<file path="src/rtl/flash_attn_tile_sched_if.sv">
`default_nettype none
// ==========================================================================
// flash_attn_tile_sched_if : control/handshake bundle of the tile scheduler
// Revision 1.0
// ==========================================================================
interface flash_attn_tile_sched_if #(
  parameter int SEQ_LEN = 64,
  parameter int BR      = 16,
  parameter int BC      = 16
);
  localparam int NQ    = SEQ_LEN / BR;
  localparam int NKV   = SEQ_LEN / BC;
  localparam int MAXN  = (NQ > NKV) ? NQ : NKV;
  localparam int IDX_W = ($clog2(MAXN) > 1) ? $clog2(MAXN) : 1;

  logic             I_START;
  logic             O_BUSY;
  logic             O_ATTN_END;
  logic [IDX_W-1:0] O_Q_IDX;
  logic [IDX_W-1:0] O_KV_IDX;
  logic             O_LDQ_REQ;
  logic             I_LDQ_ACK;
  logic             O_LDKV_REQ;
  logic             I_LDKV_ACK;
  logic             O_TILE_REQ;
  logic             I_TILE_ACK;
  logic             O_FIRST_KV;
  logic             O_LAST_KV;
  logic             O_FIN_REQ;
  logic             I_FIN_ACK;
  logic [31:0]      O_CYC_CNT;

  modport master (
    input  I_START, I_LDQ_ACK, I_LDKV_ACK, I_TILE_ACK, I_FIN_ACK,
    output O_BUSY, O_ATTN_END, O_Q_IDX, O_KV_IDX, O_LDQ_REQ, O_LDKV_REQ,
           O_TILE_REQ, O_FIRST_KV, O_LAST_KV, O_FIN_REQ, O_CYC_CNT
  );

  modport slave (
    output I_START, I_LDQ_ACK, I_LDKV_ACK, I_TILE_ACK, I_FIN_ACK,
    input  O_BUSY, O_ATTN_END, O_Q_IDX, O_KV_IDX, O_LDQ_REQ, O_LDKV_REQ,
           O_TILE_REQ, O_FIRST_KV, O_LAST_KV, O_FIN_REQ, O_CYC_CNT
  );
endinterface
`default_nettype wire

</file>
<file path="src/rtl/flash_attn_tile_sched.sv">
`default_nettype none
// ==========================================================================
// flash_attn_tile_sched : Q-block / KV-block loop sequencer for flash attention
// Optional causal block skipping: FLASH_SCHED_CAUSAL_EN.   Revision 1.0
// ==========================================================================
module flash_attn_tile_sched #(
  parameter int SEQ_LEN = 64,
  parameter int BR      = 16,
  parameter int BC      = 16
) (
  input  wire logic                      I_CLK,
  input  wire logic                      I_RST,
  flash_attn_tile_sched_if.master        if_sched
);
  localparam int NQ    = SEQ_LEN / BR;
  localparam int NKV   = SEQ_LEN / BC;
  localparam int MAXN  = (NQ > NKV) ? NQ : NKV;
  localparam int IDX_W = ($clog2(MAXN) > 1) ? $clog2(MAXN) : 1;

  localparam logic [IDX_W-1:0] c_Q_LAST  = IDX_W'(NQ - 1);
  localparam logic [IDX_W-1:0] c_KV_LAST = IDX_W'(NKV - 1);

  localparam logic [2:0] c_IDLE    = 3'd0;
  localparam logic [2:0] c_LOAD_Q  = 3'd1;
  localparam logic [2:0] c_LOAD_KV = 3'd2;
  localparam logic [2:0] c_TILE    = 3'd3;
  localparam logic [2:0] c_FINAL   = 3'd4;
  localparam logic [2:0] c_DONE    = 3'd5;

  logic [2:0]       r_state;
  logic [IDX_W-1:0] r_q;
  logic [IDX_W-1:0] r_kv;
  logic [31:0]      r_cnt;
  logic [IDX_W-1:0] w_kv_last;

`ifdef FLASH_SCHED_CAUSAL_EN
  if (BR != BC) begin : g_causal_shape_check
    $error("flash_attn_tile_sched: causal skipping needs BR == BC");
  end
  // Diagonal tile is the last one visited for each Q block
  assign w_kv_last = (r_q < c_KV_LAST) ? r_q : c_KV_LAST;
`else
  assign w_kv_last = c_KV_LAST;
`endif

  always_ff @(posedge I_CLK) begin
    if (I_RST) begin
      r_state <= c_IDLE;
      r_q     <= '0;
      r_kv    <= '0;
      r_cnt   <= '0;
    end else begin
      if (r_state != c_IDLE && r_cnt != 32'hFFFF_FFFF) begin
        r_cnt <= r_cnt + 32'd1;
      end
      case (r_state)
        c_IDLE: begin
          if (if_sched.I_START) begin
            r_state <= c_LOAD_Q;
            r_q     <= '0;
            r_kv    <= '0;
            r_cnt   <= '0;
          end
        end
        c_LOAD_Q: begin
          if (if_sched.I_LDQ_ACK) r_state <= c_LOAD_KV;
        end
        c_LOAD_KV: begin
          if (if_sched.I_LDKV_ACK) r_state <= c_TILE;
        end
        c_TILE: begin
          if (if_sched.I_TILE_ACK) begin
            if (r_kv == w_kv_last) begin
              r_state <= c_FINAL;
            end else begin
              r_kv    <= r_kv + 1'b1;
              r_state <= c_LOAD_KV;
            end
          end
        end
        c_FINAL: begin
          if (if_sched.I_FIN_ACK) begin
            if (r_q == c_Q_LAST) begin
              r_state <= c_DONE;
            end else begin
              r_q     <= r_q + 1'b1;
              r_kv    <= '0;
              r_state <= c_LOAD_Q;
            end
          end
        end
        c_DONE:  r_state <= c_IDLE;
        default: r_state <= c_IDLE;
      endcase
    end
  end

  // Every output is a decode of registered state; no input reaches an output
  assign if_sched.O_BUSY     = (r_state != c_IDLE);
  assign if_sched.O_ATTN_END = (r_state == c_DONE);
  assign if_sched.O_LDQ_REQ  = (r_state == c_LOAD_Q);
  assign if_sched.O_LDKV_REQ = (r_state == c_LOAD_KV);
  assign if_sched.O_TILE_REQ = (r_state == c_TILE);
  assign if_sched.O_FIN_REQ  = (r_state == c_FINAL);
  assign if_sched.O_FIRST_KV = (r_state == c_TILE) && (r_kv == '0);
  assign if_sched.O_LAST_KV  = (r_state == c_TILE) && (r_kv == w_kv_last);
  assign if_sched.O_Q_IDX    = r_q;
  assign if_sched.O_KV_IDX   = r_kv;
  assign if_sched.O_CYC_CNT  = r_cnt;

endmodule
`default_nettype wire
</file>
<file path="src/flat_wrapper.sv">
// flat-port wrapper written by rule: the top's interface ports become plain ports
module flash_attn_tile_sched_flat 
#(
  parameter int SEQ_LEN = 64,
  parameter int BR      = 16,
  parameter int BC      = 16
)
  (I_CLK, I_RST, if_sched_I_START, if_sched_I_LDQ_ACK, if_sched_I_LDKV_ACK, if_sched_I_TILE_ACK, if_sched_I_FIN_ACK, if_sched_O_BUSY, if_sched_O_ATTN_END, if_sched_O_Q_IDX, if_sched_O_KV_IDX, if_sched_O_LDQ_REQ, if_sched_O_LDKV_REQ, if_sched_O_TILE_REQ, if_sched_O_FIRST_KV, if_sched_O_LAST_KV, if_sched_O_FIN_REQ, if_sched_O_CYC_CNT);
  flash_attn_tile_sched_if #(.SEQ_LEN(SEQ_LEN), .BR(BR), .BC(BC)) if_sched_i ();
  input  wire logic I_CLK;
  input  wire logic I_RST;
  input wire logic [$bits(if_sched_i.I_START)-1:0] if_sched_I_START;
  input wire logic [$bits(if_sched_i.I_LDQ_ACK)-1:0] if_sched_I_LDQ_ACK;
  input wire logic [$bits(if_sched_i.I_LDKV_ACK)-1:0] if_sched_I_LDKV_ACK;
  input wire logic [$bits(if_sched_i.I_TILE_ACK)-1:0] if_sched_I_TILE_ACK;
  input wire logic [$bits(if_sched_i.I_FIN_ACK)-1:0] if_sched_I_FIN_ACK;
  output wire logic [$bits(if_sched_i.O_BUSY)-1:0] if_sched_O_BUSY;
  output wire logic [$bits(if_sched_i.O_ATTN_END)-1:0] if_sched_O_ATTN_END;
  output wire logic [$bits(if_sched_i.O_Q_IDX)-1:0] if_sched_O_Q_IDX;
  output wire logic [$bits(if_sched_i.O_KV_IDX)-1:0] if_sched_O_KV_IDX;
  output wire logic [$bits(if_sched_i.O_LDQ_REQ)-1:0] if_sched_O_LDQ_REQ;
  output wire logic [$bits(if_sched_i.O_LDKV_REQ)-1:0] if_sched_O_LDKV_REQ;
  output wire logic [$bits(if_sched_i.O_TILE_REQ)-1:0] if_sched_O_TILE_REQ;
  output wire logic [$bits(if_sched_i.O_FIRST_KV)-1:0] if_sched_O_FIRST_KV;
  output wire logic [$bits(if_sched_i.O_LAST_KV)-1:0] if_sched_O_LAST_KV;
  output wire logic [$bits(if_sched_i.O_FIN_REQ)-1:0] if_sched_O_FIN_REQ;
  output wire logic [$bits(if_sched_i.O_CYC_CNT)-1:0] if_sched_O_CYC_CNT;
  assign if_sched_i.I_START = if_sched_I_START;
  assign if_sched_i.I_LDQ_ACK = if_sched_I_LDQ_ACK;
  assign if_sched_i.I_LDKV_ACK = if_sched_I_LDKV_ACK;
  assign if_sched_i.I_TILE_ACK = if_sched_I_TILE_ACK;
  assign if_sched_i.I_FIN_ACK = if_sched_I_FIN_ACK;
  assign if_sched_O_BUSY = if_sched_i.O_BUSY;
  assign if_sched_O_ATTN_END = if_sched_i.O_ATTN_END;
  assign if_sched_O_Q_IDX = if_sched_i.O_Q_IDX;
  assign if_sched_O_KV_IDX = if_sched_i.O_KV_IDX;
  assign if_sched_O_LDQ_REQ = if_sched_i.O_LDQ_REQ;
  assign if_sched_O_LDKV_REQ = if_sched_i.O_LDKV_REQ;
  assign if_sched_O_TILE_REQ = if_sched_i.O_TILE_REQ;
  assign if_sched_O_FIRST_KV = if_sched_i.O_FIRST_KV;
  assign if_sched_O_LAST_KV = if_sched_i.O_LAST_KV;
  assign if_sched_O_FIN_REQ = if_sched_i.O_FIN_REQ;
  assign if_sched_O_CYC_CNT = if_sched_i.O_CYC_CNT;
  flash_attn_tile_sched #(.SEQ_LEN(SEQ_LEN), .BR(BR), .BC(BC)) u_core (.I_CLK(I_CLK), .I_RST(I_RST), .if_sched(if_sched_i));
endmodule
</file>
<file path="config.mk">
export PLATFORM = sky130hd
export DESIGN_NAME = flash_attn_tile_sched_flat
export DESIGN_NICKNAME = d
export VERILOG_FILES = /design/src/rtl/flash_attn_tile_sched_if.sv /design/src/rtl/flash_attn_tile_sched.sv /design/src/flat_wrapper.sv
export SDC_FILE = /design/constraint.sdc
export NUM_CORES = 1
export LEC_CHECK = 0
export CAP_MARGIN = 10
export CORE_MARGIN = 2
export CORE_UTILIZATION = 45
export DETAILED_ROUTE_END_ITERATION = 8
export GPL_ROUTABILITY_DRIVEN = 0
export GPL_TIMING_DRIVEN = 0
export HOLD_SLACK_MARGIN = 0.02
export PLACE_DENSITY = 0.77
export RECOVER_POWER = 100
export SYNTH_ARGS = -nofsm -noshare
export SYNTH_HDL_FRONTEND = slang
export SYNTH_SLANG_ARGS = --single-unit
export TNS_END_PERCENT = 1
</file>
<file path="constraint.sdc">
create_clock -name I_CLK -period 2 [get_ports I_CLK]
set_input_delay 0.3 -clock I_CLK [delete_from_list [all_inputs] [get_ports I_CLK]]
set_output_delay 0.3 -clock I_CLK [all_outputs]
set_load 0.005 [all_outputs]
</file>
# Word level (Yosys, flattened, before mapping)
# Index checks and enable logic that the tools add are counted.
# totals
out_inout_bits	44
word_cells	53
regBits	39
in_bits	7
# classes
addsub	3
n_eq_ne	15
reduce_logical	11
n_mux	20
# ops
operator	count
$mux W32	3
$add A32 B1 Y32 const B	1
$ne A32 B32 Y1 const B	1
$mux W3	7
$pmux W3 S5	1
$mux W2	7
$ne A2 B2 Y1 const B	7
$eq A3 B2 Y1 const B	2
$eq A3 B3 Y1 const B	2
$pmux W2 S3	1
$reduce_and A6 Y1	1
$reduce_bool A3 Y1	2
$reduce_and A5 Y1	1
$add A2 B1 Y2 const B	2
$eq A2 B2 Y1 const B	2
$pmux W2 S2	1
$reduce_and A4 Y1	1
$eq A3 B1 Y1 const B	1
$logic_and A1 B1 Y1	3
$logic_not A3 Y1	1
$logic_not A2 Y1	1
$reduce_bool A2 Y1	1

# Logic depth before layout (Yosys ltp)
# depth
depth_word	5
ltp_mapped	7
depth_no_buf	6

# Worst setup path before layout
# Ideal clock, no wire load.
# synth_path
path_type	reg-to-reg
from	register u_core.r_cnt[7], in the netlist u_core.if_sched.O_CYC_CNT[7]
to	register u_core.r_cnt[23], in the netlist u_core.if_sched.O_CYC_CNT[23]
stages_incl_launch_ff	6
arrival_time_ns	1.916
setup_ns	0.070
slack_ns	0.014
path_cell_list	dfxtp_1 -> nand4_2 -> or3b_1 -> or4_1 -> or3_1 -> a21oi_1
# synth_via
elab_chain_cells	5
# synth_lines
element	line_no	rtl
start: declaration	flash_attn_tile_sched.sv:33	logic [31:0] r_cnt;
start signal: assignment	flash_attn_tile_sched.sv:54	r_cnt <= r_cnt + 32'd1;
branches (longest 2 deep; another with $add A32 B1 Y32)	-	
$mux W32 *	flash_attn_tile_sched.sv:53	if (r_state != c_IDLE && r_cnt != 32'hFFFF_FFFF) begin
$mux W32	flash_attn_tile_sched.sv:58	if (if_sched.I_START) begin
$mux W32 *	flash_attn_tile_sched.sv:56	case (r_state)
# Mark *: on every way between the ends.
# A chain may end at the register's enable or synchronous reset.

# Worst setup path in the final report
# layout_path
from	register u_core.r_cnt[20], in the netlist u_core.if_sched.O_CYC_CNT[20]
to	register u_core.r_cnt[31], in the netlist u_core.if_sched.O_CYC_CNT[31]
# The elaborated chain is that of the path after synthesis.

==> flow_metrics.tcl <==
set metrics [dict create \
    status "finished, violations left" \
    violations "setup timing" \
    clk_latency_ns 0.30 \
    wl_per_cell_um 14.7 \
    slew_headroom 0.500 \
    reg2reg_slack_ns -0.12 \
    timing.final.ws_setup_ns -0.119 \
    yosysSeqAreaShare 0.370 \
    track_usage 0.211 \
    area_growth_syn_to_layout_pct 44.3 \
    worstSetupStartpointType "register" \
    r2r_end "u_core.if_sched.O_CYC_CNT[31]$_SDFF_PP0_" \
    final_area_um2 3050 \
    hpwl_mm 3.72 \
    layout_commonest_cell "clkdlybuf4s50_1" \
    via_count 2245 \
    grt_first_pass_wirelength_mm 8.88 \
    synthFlopType "dfxtp_1" \
    cts.sinks 39 \
    cts_made_buffers 5 \
    crit_path_end_kind "register" \
    htree_levels 2 \
    cts-hold-fix-buffers 0 \
    overflow 0 \
    rsz0062_at_grt "yes" \
    grt_antenna_before_repair 0 \
    cp-endpoint "u_core.if_sched.O_CYC_CNT[31]$_SDFF_PP0_" \
    finalCritPeriodShare 1.06 \
    arrival_ns 2.36 \
    final_cell_mix "46 x clkdlybuf4s50_1, 23 x dfxtp_1, 20 x nor2_1" \
    firstDrtPassIters 4 \
    io_pins 51 \
    io_buffer_count 49 \
    period_minus_slack_ns 2.12 \
    synth_seq_cells 39 \
    nets 340 \
    first_global_vias 1902 \
    holdPathStages 2 \
    synth_cell_type_count 41 \
    yosysTopAreaCellShare 0.370 \
    dieArea_um2 5260 \
    drv_cap 0 \
    syn-num-nets 272 \
    crit_type "register to register" \
    yosys_warnings 0 \
    start_util 0.475 \
    drtIter0Drc 231 \
    drt-total-wl_mm 5.61 \
    reg2regPathDepth 5 \
    clk_pin_slew_ns 0.08 \
    viasPerCell 5.89 \
    fp.dieH_um 72.5 \
    hold_viol_final 0 \
    async_flop_share 0 \
    min_path_type "input port to register" \
    cts_tree "done" \
    place_area_um2 2670 \
    synth_edf_count 0 \
    maxSlewViolCount 0 \
    p_per_area_nw_per_um2 592 \
    stdcell_count 381 \
    synth_area_leader_cell "dfxtp_1" \
    cp-startpoint "u_core.if_sched.O_CYC_CNT[20]$_SDFF_PP0_" \
    hold_slack_ns 0.388 \
    antenna_cells 0 \
    root_buffer "clkbuf_8" \
    tightest_slew_ns 0.731 \
    clock_path_buffers 2 \
    syn_inst 261 \
    dp_cells 362 \
    regToRegStartpoint "u_core.if_sched.O_CYC_CNT[20]$_SDFF_PP0_" \
    rows 24 \
    drive_gt1_frac 0.195 \
    grt_max_degree 12 \
    synth.avg_cell_area_um2 8.09 \
    finalClockSkew_ns 0.00997 \
    syn_area_um2 2110 \
    leakagePower_uw 0.00108 \
    die-width_um 72.5 \
    ant_nets 0 \
    drc_errors 0 \
    critPathMaxFanout 7 \
    peakVddDrop_mv 0.331 \
    synthTopCellsByArea "dfxtp_1 37%, a21oi_1 5.2%, xnor2_1 4.1%" \
    setup_viol 6 \
    core-area_um2 4440 \
    fmax_ghz 0.472 \
    critical_path_required_ns 2.24 \
]
## cell type report
type	count	area, µm²
Buffer	12	76.3
Clock buffer	6	82.6
Clock inverter	1	5.00
Fill cell	369	1400
Inverter	10	37.5
Multi-Input combinational cell	200	1380
Sequential cell	39	813
Tap cell	52	65.1
Timing Repair Buffer	61	588
## synth_stat cells, types with 2 or more instances
cell       instances
a2111o_1           2
a31o_2             2
inv_1             10
and2_1             6
nor2b_1            2
dfxtp_1           39
buf_1              2
nand2_1           19
nor3_1             3
o21ai_0           10
a211oi_1           4
a2111oi_0          3
nor4_1             6
ha_1               4
and3_1             3
nor3b_1            3
a21o_1             3
a21oi_1           22
clkbuf_1           8
nand4_1           11
o31ai_1            9
xnor2_1           10
o211ai_1           3
buf_2              2
or4_1              8
mux2i_1            6
nor2_1            21
or3_1             10
nand2b_1           2
and4_1             2
nand3_1           16
## logic make-up (layout without fill, tap and decap cells)
group           count (synthesis)  in the layout  synth area share
mux                             6              6            0.0284
compound gates                 64             64             0.197
fa+ha+maj                       4              4            0.0237
flops                          39             39             0.370
simple gates                  116            116             0.300
xor+xnor                       10             10            0.0415
buf+inv                        22             90            0.0403
## worst min-delay path by stage
stage	from	to	slack, ns
floorplan	u_core.if_sched.O_KV_IDX[1]$_SDFFE_PP0P_	u_core.if_sched.O_KV_IDX[1]$_SDFFE_PP0P_	0.48
global placement	u_core.if_sched.O_KV_IDX[1]$_SDFFE_PP0P_	u_core.if_sched.O_KV_IDX[1]$_SDFFE_PP0P_	0.48
detailed placement	u_core.if_sched.O_KV_IDX[1]$_SDFFE_PP0P_	u_core.if_sched.O_KV_IDX[1]$_SDFFE_PP0P_	0.49
CTS	I_RST	u_core.if_sched.O_KV_IDX[0]$_SDFFE_PP0P_	0.40
global route	I_RST	u_core.if_sched.O_KV_IDX[0]$_SDFFE_PP0P_	0.42
finish	I_RST	u_core.if_sched.O_KV_IDX[0]$_SDFFE_PP0P_	0.39
## critical path, cell delays in order, from the launching register on
cell and delay (ns):
dfxtp_4 0.38, nand4_1 0.17, or4_1 0.54, a2111o_1 0.49, or3_1 0.35, a21oi_2 0.14
## timing repair
action,in CTS,in global routing
endpoints found under the hold margin,0,0
pin swaps,5,9
resized for setup,32,38
buffers inserted,6,6
endpoints found under the setup margin,40,38
## report_power, final
part	switching, µW	total [µW]	internal, µW	leakage, µW
Sequential	29.1	824	795	0.000324
Combinational	253	434	181	0.000710
Clock	275	546	271	0.0000470
## metrics by stage
step           worst slack, ns  power, µW  setup TNS, ns   util
2_1_floorplan           0.0139       1070              0      -
3_3_place_gp            -0.453       1210          -9.21  0.600
3_5_place_dp            -0.484       1210          -9.99  0.600
4_1_cts                -0.0856       1760         -0.394  0.651
5_1_grt                 -0.205       1890          -2.48  0.686
6_report                -0.119       1800         -0.520  0.686
## per-layer routing
layer | global-route usage | share of wire | vias to the layer above
li1 | - | - | 1111
met2 | 0.338 | 0.47 | 54
met1 | 0.292 | 0.47 | 1075
met4 | 0.0741 | 0.012 | 0
met5 | 0 | 0 | -
met3 | 0.0292 | 0.044 | 5
## state kept, by name, summed over array words and instances (netlist names)
| register | count |
|---|---|
| u_core.if_sched.O_KV_IDX | 2 |
| u_core.r_state | 3 |
| u_core.if_sched.O_CYC_CNT | 32 |
| u_core.if_sched.O_Q_IDX | 2 |
No activity file was read; power rests on OpenSTA's default activity.
